===== config.mk =====
export PLATFORM = sky130hd
export DESIGN_NAME = exec_core
export DESIGN_NICKNAME = d
export VERILOG_FILES = /design/src/rtl/cpu_pkg.sv /design/src/rtl/pc_counter.sv /design/src/rtl/exec_core.sv
export SDC_FILE = /design/constraint.sdc
export NUM_CORES = 1
export LEC_CHECK = 0
export BUFFER_PORTS_ARGS = -buffer_cell sky130_fd_sc_hd__buf_2
export CORE_MARGIN = 3
export CORE_UTILIZATION = 48
export DETAILED_ROUTE_END_ITERATION = 8
export GPL_TIMING_DRIVEN = 0
export HOLD_SLACK_MARGIN = 0.03
export PLACE_DENSITY = 0.84
export RECOVER_POWER = 100
export SLEW_MARGIN = 40
export SYNTH_ARGS = -nofsm -noshare
export SYNTH_HDL_FRONTEND = slang
export SYNTH_HIERARCHICAL = 1
export SYNTH_SLANG_ARGS = --single-unit

===== constraint.sdc =====
create_clock -name clk -period 4 [get_ports clk]
set_input_delay 0.6 -clock clk [delete_from_list [all_inputs] [get_ports clk]]
set_output_delay 0.6 -clock clk [all_outputs]
set_load 0.01 [all_outputs]

===== src/rtl/cpu_pkg.sv =====
// Shared definitions for the 8-bit CPU: data width, counter widths and ALU modes.
package cpu_pkg;

    localparam int DATA_WIDTH   = 8;  // register / bus / ALU operand width
    localparam int PC_WIDTH     = 8;  // default program-counter width
    localparam int UCYCLE_WIDTH = 4;  // width used by the microcycle counter

    typedef enum logic {
        ALU_ADD = 1'b0,
        ALU_SUB = 1'b1
    } alu_op_e;

    // Map the raw sub control bit onto the ALU mode enum.
    function automatic alu_op_e alu_mode(input logic sub_bit);
        return sub_bit ? ALU_SUB : ALU_ADD;
    endfunction

endpackage


===== src/rtl/pc_counter.sv =====
// Parameterised N-bit load/increment counter. Load has priority over increment;
// both are qualified by en. Used for the program counter and the microcycle counter.
module pc_counter
    import cpu_pkg::*;
#(
    parameter int N = PC_WIDTH
) (
    input  logic         clk,
    input  logic         reset,
    input  logic         en,
    input  logic         load,
    input  logic         inc,
    input  logic [N-1:0] din,
    output logic [N-1:0] q
);

    logic [N-1:0] count_reg;
    logic [N-1:0] count_next;

    // Next-value selection: load beats increment, otherwise hold; wraps at all-ones.
    always_comb begin
        count_next = count_reg;
        if (en) begin
            if (load) begin
                count_next = din;
            end else if (inc) begin
                count_next = count_reg + {{(N-1){1'b0}}, 1'b1};
            end
        end
    end

    // Count register with asynchronous clear.
    always_ff @(posedge clk or posedge reset) begin
        if (reset) begin
            count_reg <= '0;
        end else begin
            count_reg <= count_next;
        end
    end

    assign q = count_reg;

endmodule


===== src/rtl/exec_core.sv =====
// Execution-core primitives: glitch-free gated system clock, program counter,
// and add/subtract ALU with carry-out and zero flag on operand A.
module exec_core
    import cpu_pkg::*;
#(
    parameter int N = PC_WIDTH,
    parameter int W = DATA_WIDTH
) (
    input  logic         clk,
    input  logic         reset,
    input  logic         enable,
    output logic         clk_out,
    output logic         clk_inv,
    input  logic         pc_inc,
    input  logic         sel_in,
    input  logic [N-1:0] in,
    output logic [N-1:0] out,
    input  logic [W-1:0] in_a,
    input  logic [W-1:0] in_b,
    input  logic         cin,
    input  logic         sub,
    output logic [W-1:0] alu_out,
    output logic         cout,
    output logic         eq_zero
);

    // ------------------------------------------------------------------
    // Clock gate: enable is captured only while clk is low, so a change of
    // enable can never chop or create a partial high pulse on clk_out.
    // ------------------------------------------------------------------
    logic en_q;

    // Low-transparent enable latch, forced closed by reset.
    always_latch begin
        if (reset) begin
            en_q <= 1'b0;
        end else if (!clk) begin
            en_q <= enable;
        end
    end

    assign clk_out = clk & en_q;
    assign clk_inv = ~clk_out;

    // ------------------------------------------------------------------
    // Program counter: advances on clk edges that the gate lets through.
    // ------------------------------------------------------------------
    pc_counter #(
        .N (N)
    ) u_pc (
        .clk   (clk),
        .reset (reset),
        .en    (en_q),
        .load  (sel_in),
        .inc   (pc_inc),
        .din   (in),
        .q     (out)
    );

    // ------------------------------------------------------------------
    // ALU: subtract is A + ~B + 1, so carry-out doubles as "no borrow".
    // ------------------------------------------------------------------
    alu_op_e      alu_op;
    logic [W-1:0] b_eff;
    logic         c_eff;
    logic [W:0]   sum_ext;

    assign alu_op = alu_mode(sub);

    // Operand conditioning and W+1-bit sum; cin only matters when adding.
    always_comb begin
        b_eff   = in_b;
        c_eff   = cin;
        if (alu_op == ALU_SUB) begin
            b_eff = ~in_b;
            c_eff = 1'b1;
        end
        sum_ext = {1'b0, in_a} + {1'b0, b_eff} + {{W{1'b0}}, c_eff};
    end

    assign alu_out = sum_ext[W-1:0];
    assign cout    = sum_ext[W];
    assign eq_zero = (in_a == '0);

endmodule


==> flow_summary.ini, run 1 <==
[critical_path]
arrival_ns = 3.34
ff2ff_path_depth = 4
crit_type = latch -> out
r2r_slack_ns = 0.54
crit_path_max_fanout = 2
cp-end-kind = output pin
r2r_end = u_pc/q[3]$_DFFE_PP0P_
r2r-start = en_q$_DLATCH_P_
critPathRequiredTime_ns = 3.40
crit_path_start_kind = latch

[detailed_routing]
routed.top_layer = met4
routed_wl_mm = 3.27
wl_met1_mm = 1.17
drt-pass1-iter-count = 5
viasPerCell = 5.70
wire_per_inst_um = 15.3
final_antenna_net_count = 0
drt_iter0_markers = 98
via_count = 1219
drc = 0
wl_met3_um = 298
route.met2.wl_mm = 1.66

[placed_design]
gp_congestion = 0.817
port_buffers = 48
dpl-instance-area_um2 = 1250
place.detailed.hpwl_mm = 2.10

[synthesis]
yosys_most_used_dff = dfrtp_1
syn_area_per_cell_um2 = 8.04
syn_nets = 163
async_flop_share = 0.889
synthesis.area_um2 = 981
synth_cell_type_count = 34
syn_inst = 122
netlist.area_leader.share = 0.204
synth_edf_count = 0
ys_warn_count = 6
yosys-top-cells-area = dfrtp_1 (20%), ha_1 (10%), xor2_1 (8.0%)
yosys.area.top_type = dfrtp_1
synth_seq_cells = 9

[floorplanning]
dieArea_um2 = 2620
ioPinCount = 51
core_um2 = 1820
die_y_um = 51.2
die_x_um = 51.2
start_util = 0.539
row_count = 15

[cells_and_area]
layout_commonest_cell = buf_2
nFillCells = 157
drive_above_1_share = 0.280
nNetsFinal = 231
syn_to_final_growth_pct = 39.9
n_antenna_cell = 0
final_area_um2 = 1370
layout_common_cells = buf_2 (34), clkbuf_1 (19), clkbuf_4 (15)

[global_routing]
antenna_found_initial = 0
first_global_vias = 1267
overflow = 0
grt_pass1_wl_mm = 5.52
grt_max_degree = 11
grt_use_total = 0.274

[pwr]
p_per_area_nw_per_um2 = 407
ir_drop_mv = 0.332
power.leakage_uw = 0.000656

[status]
outcome = completed

[cts]
clkLatencyLatePin_ns = 0.38
clkSlewWorstSetupHoldPaths_ns = 0.06
cts_tree = done
postCtsSetupRepairBufs = 0

[sta]
tightest_slew_ns = 0.792
slew_violations = 0
finalHoldViolCount = 0
slew_headroom = 0.466
hold_slack_ns = 0.172
finalClockSkew_ns = 0.0633
setup_viol = 0

[min_path]
hold_path_depth = 4
hp-class = in -> gate
min_from = reset

[run]
maxCapViolations = 0
-- kinds of logic after synthesis --
| group | count (synthesis) | share of synthesized area |
|---|---|---|
| mux | 2 | 0.0204 |
| fa+ha+maj | 10 | 0.143 |
| latches | 1 | 0.0153 |
| compound gates | 31 | 0.210 |
| flops | 8 | 0.204 |
| buf+inv | 15 | 0.0625 |
| simple gates | 43 | 0.237 |
| xor+xnor | 12 | 0.107 |
-- report_power, final --
part / internal, µW / switching, µW / total (µW) / leakage [µW]
clock: 139 / 85.5 / 224 / 0.0000901
sequential: 100 / 30.1 / 130 / 0.0000998
combinational: 89.1 / 115 / 204 / 0.000466
total: 328 / 231 / 559 / 0.000656
-- what timing repair did --
item / CTS / global route
hold buffers: 3 / 0
setup endpoints to repair: 0 / 2
resized for setup: 0 / 1
endpoints found under the hold margin: 1 / 0
-- state kept, by name (all words and copies together), names as in the netlist --
name    cells
en_q        1
u_pc/q      8
-- synthesized netlist by cell type, drive strengths merged (4+ instances only) --
master,number
inv,11
nand3,6
xor2,9
o21ai,11
buf,4
nor2,9
dfrtp,8
ha,8
or4,4
nor2b,6
nand2,7
a21oi,7
-- layout make-up --
cell class              count  area (µm²)  area share
repair buffers             49         239       0.174
clock inverters             1        3.75     0.00273
multi-input cells          98         701       0.510
plain buffers               4        18.8      0.0137
inverters                  10        37.5      0.0273
flip-flops and latches      9         215       0.157
well taps                  25        31.3      0.0228
clock buffers              18         126      0.0921
-- worst max-delay path by stage --
stage,from,endpoint,slack (ns),depth (start not counted)
after detailed placement,en_q$_DLATCH_P_,u_pc/q[5]$_DFFE_PP0P_,0.75,4
after floorplan,en_q$_DLATCH_P_,u_pc/q[5]$_DFFE_PP0P_,0.85,4
final,en_q$_DLATCH_P_,clk_out,0.06,6
after global placement,en_q$_DLATCH_P_,u_pc/q[5]$_DFFE_PP0P_,0.77,4
after CTS,en_q$_DLATCH_P_,clk_out,0.08,6
after global routing,en_q$_DLATCH_P_,clk_out,-0.005,6
-- layer usage --
| layer | global-route usage | vias to the layer above |
|---|---|---|
| li1 | - | 572 |
| met3 | 0.134 | 22 |
| met5 | 0 | - |
| met2 | 0.442 | 84 |
| met4 | 0.202 | 0 |
| met1 | 0.270 | 541 |
-- metrics by stage --
stage / cells / power [µW] / worst slack [ns] / util / setup TNS, ns
floorplan: 122 / 265 / 0.851 / - / 0
global placement: 195 / 341 / 0.770 / 0.688 / 0
detailed placement: 195 / 349 / 0.754 / 0.688 / 0
CTS: 214 / 563 / 0.0828 / 0.768 / 0
global route: 214 / 605 / -0.00506 / 0.754 / -0.00506
finish: 214 / 559 / 0.0609 / 0.754 / 0
-- worst max-delay path, stage by stage, from the launching register on --
cell and delay, ns:
dlxtp_1 0.39, nand2_2 0.09, clkbuf_4 0.14, clkbuf_4 0.13
clkbuf_4 0.12, inv_1 0.04, buf_2 0.12
(Power assumes the default switching activity.)
==> run 2, diff against run 1 <==
- CELL_PAD_IN_SITES_DETAIL_PLACEMENT: default -> 2
- CELL_PAD_IN_SITES_GLOBAL_PLACEMENT: default -> 2
- CORE_ASPECT_RATIO: default -> 0.5
- CORE_UTILIZATION: 48 -> 25
- MAX_ROUTING_LAYER: default -> met4
- PLACE_DENSITY: 0.84 -> default
- PLACE_DENSITY_LB_ADDON: default -> 0.1
==> run 2 against run 1 <==
Against the previous run:
- count of clock-buffer cells in the layout unchanged
- cell area increased by 9.0%
- combinational power increased by 2%
- clock skew decreased by 0.0072 ns
- critical path type unchanged
==> flow_summary.ini, run 2 (synthesis gave the netlist of run 1 again) <==
[critical_path]
crit_type = latch -> out
critPathRequiredTime_ns = 3.40
crit_path_start_kind = latch
cpMostUsedCell = clkbuf_8
arrival_ns = 3.30
slowest_delay_ns = 0.35
slowest_stage = dlxtp_1
crit_chain = nand2_1 -> clkbuf_8 -> clkbuf_8 -> clkbuf_8 -> inv_1 -> buf_2
cp-end-kind = output pin
crit_path_max_fanout = 2

[cts]
clkLatencyLatePin_ns = 0.34
clkSlewWorstSetupHoldPaths_ns = 0.05
postCtsSetupRepairBufs = 0
cts_resized = 0
cts_tree = done

[placed_design]
place_inst = 221
gp_congestion = 0.698
port_buffers = 48
place.detailed.hpwl_mm = 2.54

[pwr]
power.total_uw = 694
ir_drop_mv = 0.268
power.leakage_uw = 0.000698
p_per_area_nw_per_um2 = 464

[sta]
slew_violations = 0
setup_viol = 0
slew_headroom = 0.437
rsz0062_at_grt = no
tightest_slew_ns = 0.835
finalClockSkew_ns = 0.0562
tns_ns = 0
finalHoldViolCount = 0

[detailed_routing]
drt-pass1-iter-count = 4
via_count = 1208
wire_per_inst_um = 17.3
drc = 0
routed_wl_mm = 4.14
final_antenna_net_count = 0
viasPerCell = 5.03
drt_iter0_markers = 23

[cells_and_area]
nNetsFinal = 231
final_cells = 240
largest_register_ffs = 8
layout_common_cells = buf_2 (35), clkbuf_1 (18), clkbuf_8 (14)
layout_commonest_cell = buf_2
syn_to_final_growth_pct = 52.6
drive_above_1_share = 0.275
nFillCells = 432
n_antenna_cell = 0

[global_routing]
grt_max_degree = 11
grt_pass1_wl_mm = 6.52
antenna_found_initial = 0
overflow = 0
grt_use_met2 = 0.284
met1_usage = 0.211
grt.busiest_layer = met2
use_met3 = 0.0868
first_global_vias = 1315
grt_use_total = 0.198

[floorplanning]
ioPinCount = 51
row_count = 15
start_util = 0.272
die_x_um = 94.6
dieArea_um2 = 4760
core_um2 = 3600
die_y_um = 50.3

[run]
maxCapViolations = 0

[min_path]
hp-class = in -> gate

[status]
outcome = completed
## run 2: cell type report
class / instances / area (µm²) / share of cell area
Buffer: 4 / 18.8 / 0.0125
Clock buffer: 18 / 219 / 0.146
Clock inverter: 1 / 3.75 / 0.00251
Inverter: 10 / 37.5 / 0.0251
Multi-Input combinational cell: 98 / 698 / 0.467
Sequential cell: 9 / 215 / 0.144
Tap cell: 51 / 63.8 / 0.0426
Timing Repair Buffer: 49 / 240 / 0.161
## run 2: per-stage QoR
step | cell area [µm²] | setup slack [ns] | hold slack (ns) | util
floorplan | 981 | 0.851 | -1.40 | -
global placement | 1280 | 0.725 | -1.31 | 0.357
detailed placement | 1280 | 0.694 | -1.31 | 0.357
CTS | 1530 | 0.0339 | 0.0620 | 0.423
global route | 1500 | 0.0227 | 0.206 | 0.415
finish | 1500 | 0.105 | 0.152 | 0.415
## run 2: what timing repair did
item / 4_1_cts / 5_1_grt
hold endpoints to repair: 1 / 0
setup endpoints to repair: 0 / 0
hold buffers: 3 / 0
## run 2: worst max-delay path: cells and delay by family, from the launching register on
family / cells / cell delay (ns)
and+or+nand+nor: 1 / 0.10
latches: 1 / 0.35
buffers and inverters: 5 / 0.56
## run 2: worst paths after layout
| kind | startpoint | to | slack (ns) | cells after the start |
|---|---|---|---|---|
| worst max-delay path | en_q$_DLATCH_P_ | clk_out | 0.10 | 6 |
| worst min-delay path | reset | clock gate | 0.15 | 4 |
| worst max register to register | en_q$_DLATCH_P_ | u_pc/q[2]$_DFFE_PP0P_ | 0.54 | 4 |
| worst min register to register | u_pc/q[6]$_DFFE_PP0P_ | u_pc/q[6]$_DFFE_PP0P_ | 0.62 | 2 |
| max in group gated | reset | clock gate | 1.82 | 4 |
| max in group asynchronous | reset | u_pc/q[7]$_DFFE_PP0P_ | 2.90 | 3 |
| min in group clk | in[7] | u_pc/q[7]$_DFFE_PP0P_ | 0.53 | 3 |
| min in group asynchronous | reset | u_pc/q[2]$_DFFE_PP0P_ | 0.82 | 3 |
## run 2: metal layers
metal / vias to the layer above / routed length (µm)
met1: 569 / 1850
met3: 11 / 318
li1: 569 / -
met5: - / 0
met4: 0 / 87
met2: 59 / 1880
## run 2: power breakdown
| group | switching, µW | total (µW) | internal (µW) |
|---|---|---|---|
| sequential | 33.6 | 134 | 100 |
| combinational | 119 | 209 | 89.8 |
| clock | 98.4 | 351 | 253 |
==> run 3, diff against run 2 <==
- MAX_ROUTING_LAYER: met4 -> default
==> run 3 against run 2 <==
Against the previous run:
- sequential share of layout area stayed put
- global-route usage is 0.56 points lower
- utilization stayed put
- first-iteration DRC count is 8.7% lower
- via count is 1.6% lower
- clock skew is 0.0060 ns lower
- clock power hardly changed
- die area stayed put
- critical path type unchanged
- largest power group unchanged
==> flow_summary.ini, run 3 (synthesis gave the netlist of run 1 again) <==
[critical_path]
critPathRequiredTime_ns = 3.40
cpMostUsedCell = clkbuf_8
cp_top_family = buffers and inverters
crit_type = latch -> out
slowest_stage = dlxtp_1
arrival_ns = 3.30
cp-end-kind = output pin
crit_chain = nand2_1 -> clkbuf_8 -> clkbuf_8 -> clkbuf_8 -> inv_1 -> buf_2
crit_path_max_fanout = 2
slowest_delay_ns = 0.35
cp.depth = 6
crit_path_start_kind = latch
ff2ff_path_depth = 4
cp_num_buf_inv = 5

[cells_and_area]
multi_input_area_um2 = 698
nFillCells = 432
largest_register_ffs = 8
final_cells = 240
drive_above_1_share = 0.275
nNetsFinal = 231
syn_to_final_growth_pct = 52.6
layout_common_cells = buf_2 (35), clkbuf_1 (18), clkbuf_8 (14)
register_area_um2 = 215
n_antenna_cell = 0
layout_commonest_cell = buf_2

[sta]
finalClockSkew_ns = 0.0501
finalHoldViolCount = 0
slew_violations = 0
hold_slack_ns = 0.152
tightest_slew_ns = 0.845
setup_viol = 0
rsz0062_at_grt = no
tns_ns = 0
slew_headroom = 0.431

[cts]
cts_resized = 0
cts_tree = done
postCtsSetupRepairBufs = 0
hold_buffers = 3
clkSlewWorstSetupHoldPaths_ns = 0.05
clkLatencyLatePin_ns = 0.34

[floorplanning]
start_util = 0.272
die_x_um = 94.6
dieArea_um2 = 4760
die_y_um = 50.3
core_um2 = 3600
row_count = 15
ioPinCount = 51

[global_routing]
grt_use_total = 0.193
overflow = 0
grt_max_degree = 11
grt_pass1_wl_mm = 6.49
use_met3 = 0.0868
antenna_found_initial = 0
grt_use_met2 = 0.286
grt.busiest_layer = met2
first_global_vias = 1316
met1_usage = 0.208

[pwr]
ir_drop_mv = 0.268
p_per_area_nw_per_um2 = 462
power.leakage_uw = 0.000698
power.total_uw = 691

[detailed_routing]
final_antenna_net_count = 0
drt_iter0_markers = 21
via_count = 1189
wire_per_inst_um = 17.2
routed_wl_mm = 4.13
drt-pass1-iter-count = 4
drc = 0
viasPerCell = 4.95

[run]
maxCapViolations = 0

[status]
outcome = completed

[min_path]
hold_path_depth = 4
hp-class = in -> gate

[placed_design]
port_buffers = 48
place.detailed.hpwl_mm = 2.54
place_inst = 221
gp_congestion = 0.691
run 3: path summary, 6_finish.rpt:
check	startpoint	to	slack, ns
max in group gated	reset	clock gate	1.82
max	en_q$_DLATCH_P_	clk_out	0.10
min reg2reg	u_pc/q[6]$_DFFE_PP0P_	u_pc/q[6]$_DFFE_PP0P_	0.62
min in group clk	in[7]	u_pc/q[7]$_DFFE_PP0P_	0.53
max in group asynchronous	reset	u_pc/q[7]$_DFFE_PP0P_	2.89
min in group asynchronous	reset	u_pc/q[2]$_DFFE_PP0P_	0.83
max reg2reg	en_q$_DLATCH_P_	u_pc/q[2]$_DFFE_PP0P_	0.53
min	reset	clock gate	0.15
run 3: worst register-to-register path, delay by kind of cell, from the launching register on:
kind | cells | cell delay, ns
AO/OA/AOI/OAI | 3 | 0.77
latches | 1 | 0.35
buffers and inverters | 1 | 0.25
run 3: area by class of cell:
cell class / count / share of cell area
clock inverter: 1 / 0.00251
inverter: 10 / 0.0251
tap: 51 / 0.0426
multi-input combinational: 98 / 0.467
buffer: 4 / 0.0125
clock buffer: 18 / 0.146
sequential: 9 / 0.144
timing repair buffer: 49 / 0.161
run 3: routing by layer:
layer / wire [µm] / share of wire
met4: 72 / 0.017
met5: 0 / 0
met2: 1910 / 0.46
met1: 1850 / 0.45
met3: 292 / 0.071
run 3: power breakdown:
group | switching (µW) | internal [µW] | total (µW)
clock network | 95.8 | 252 | 348
logic | 119 | 89.8 | 209
registers | 33.9 | 100 | 134
total | 249 | 443 | 691
run 3: per-stage QoR:
stage,util,setup slack [ns],area (µm²)
floorplan,-,0.851,981
global placement,0.357,0.725,1280
detailed placement,0.357,0.694,1280
CTS,0.423,0.0339,1530
global route,0.415,0.0227,1500
finish,0.415,0.103,1500
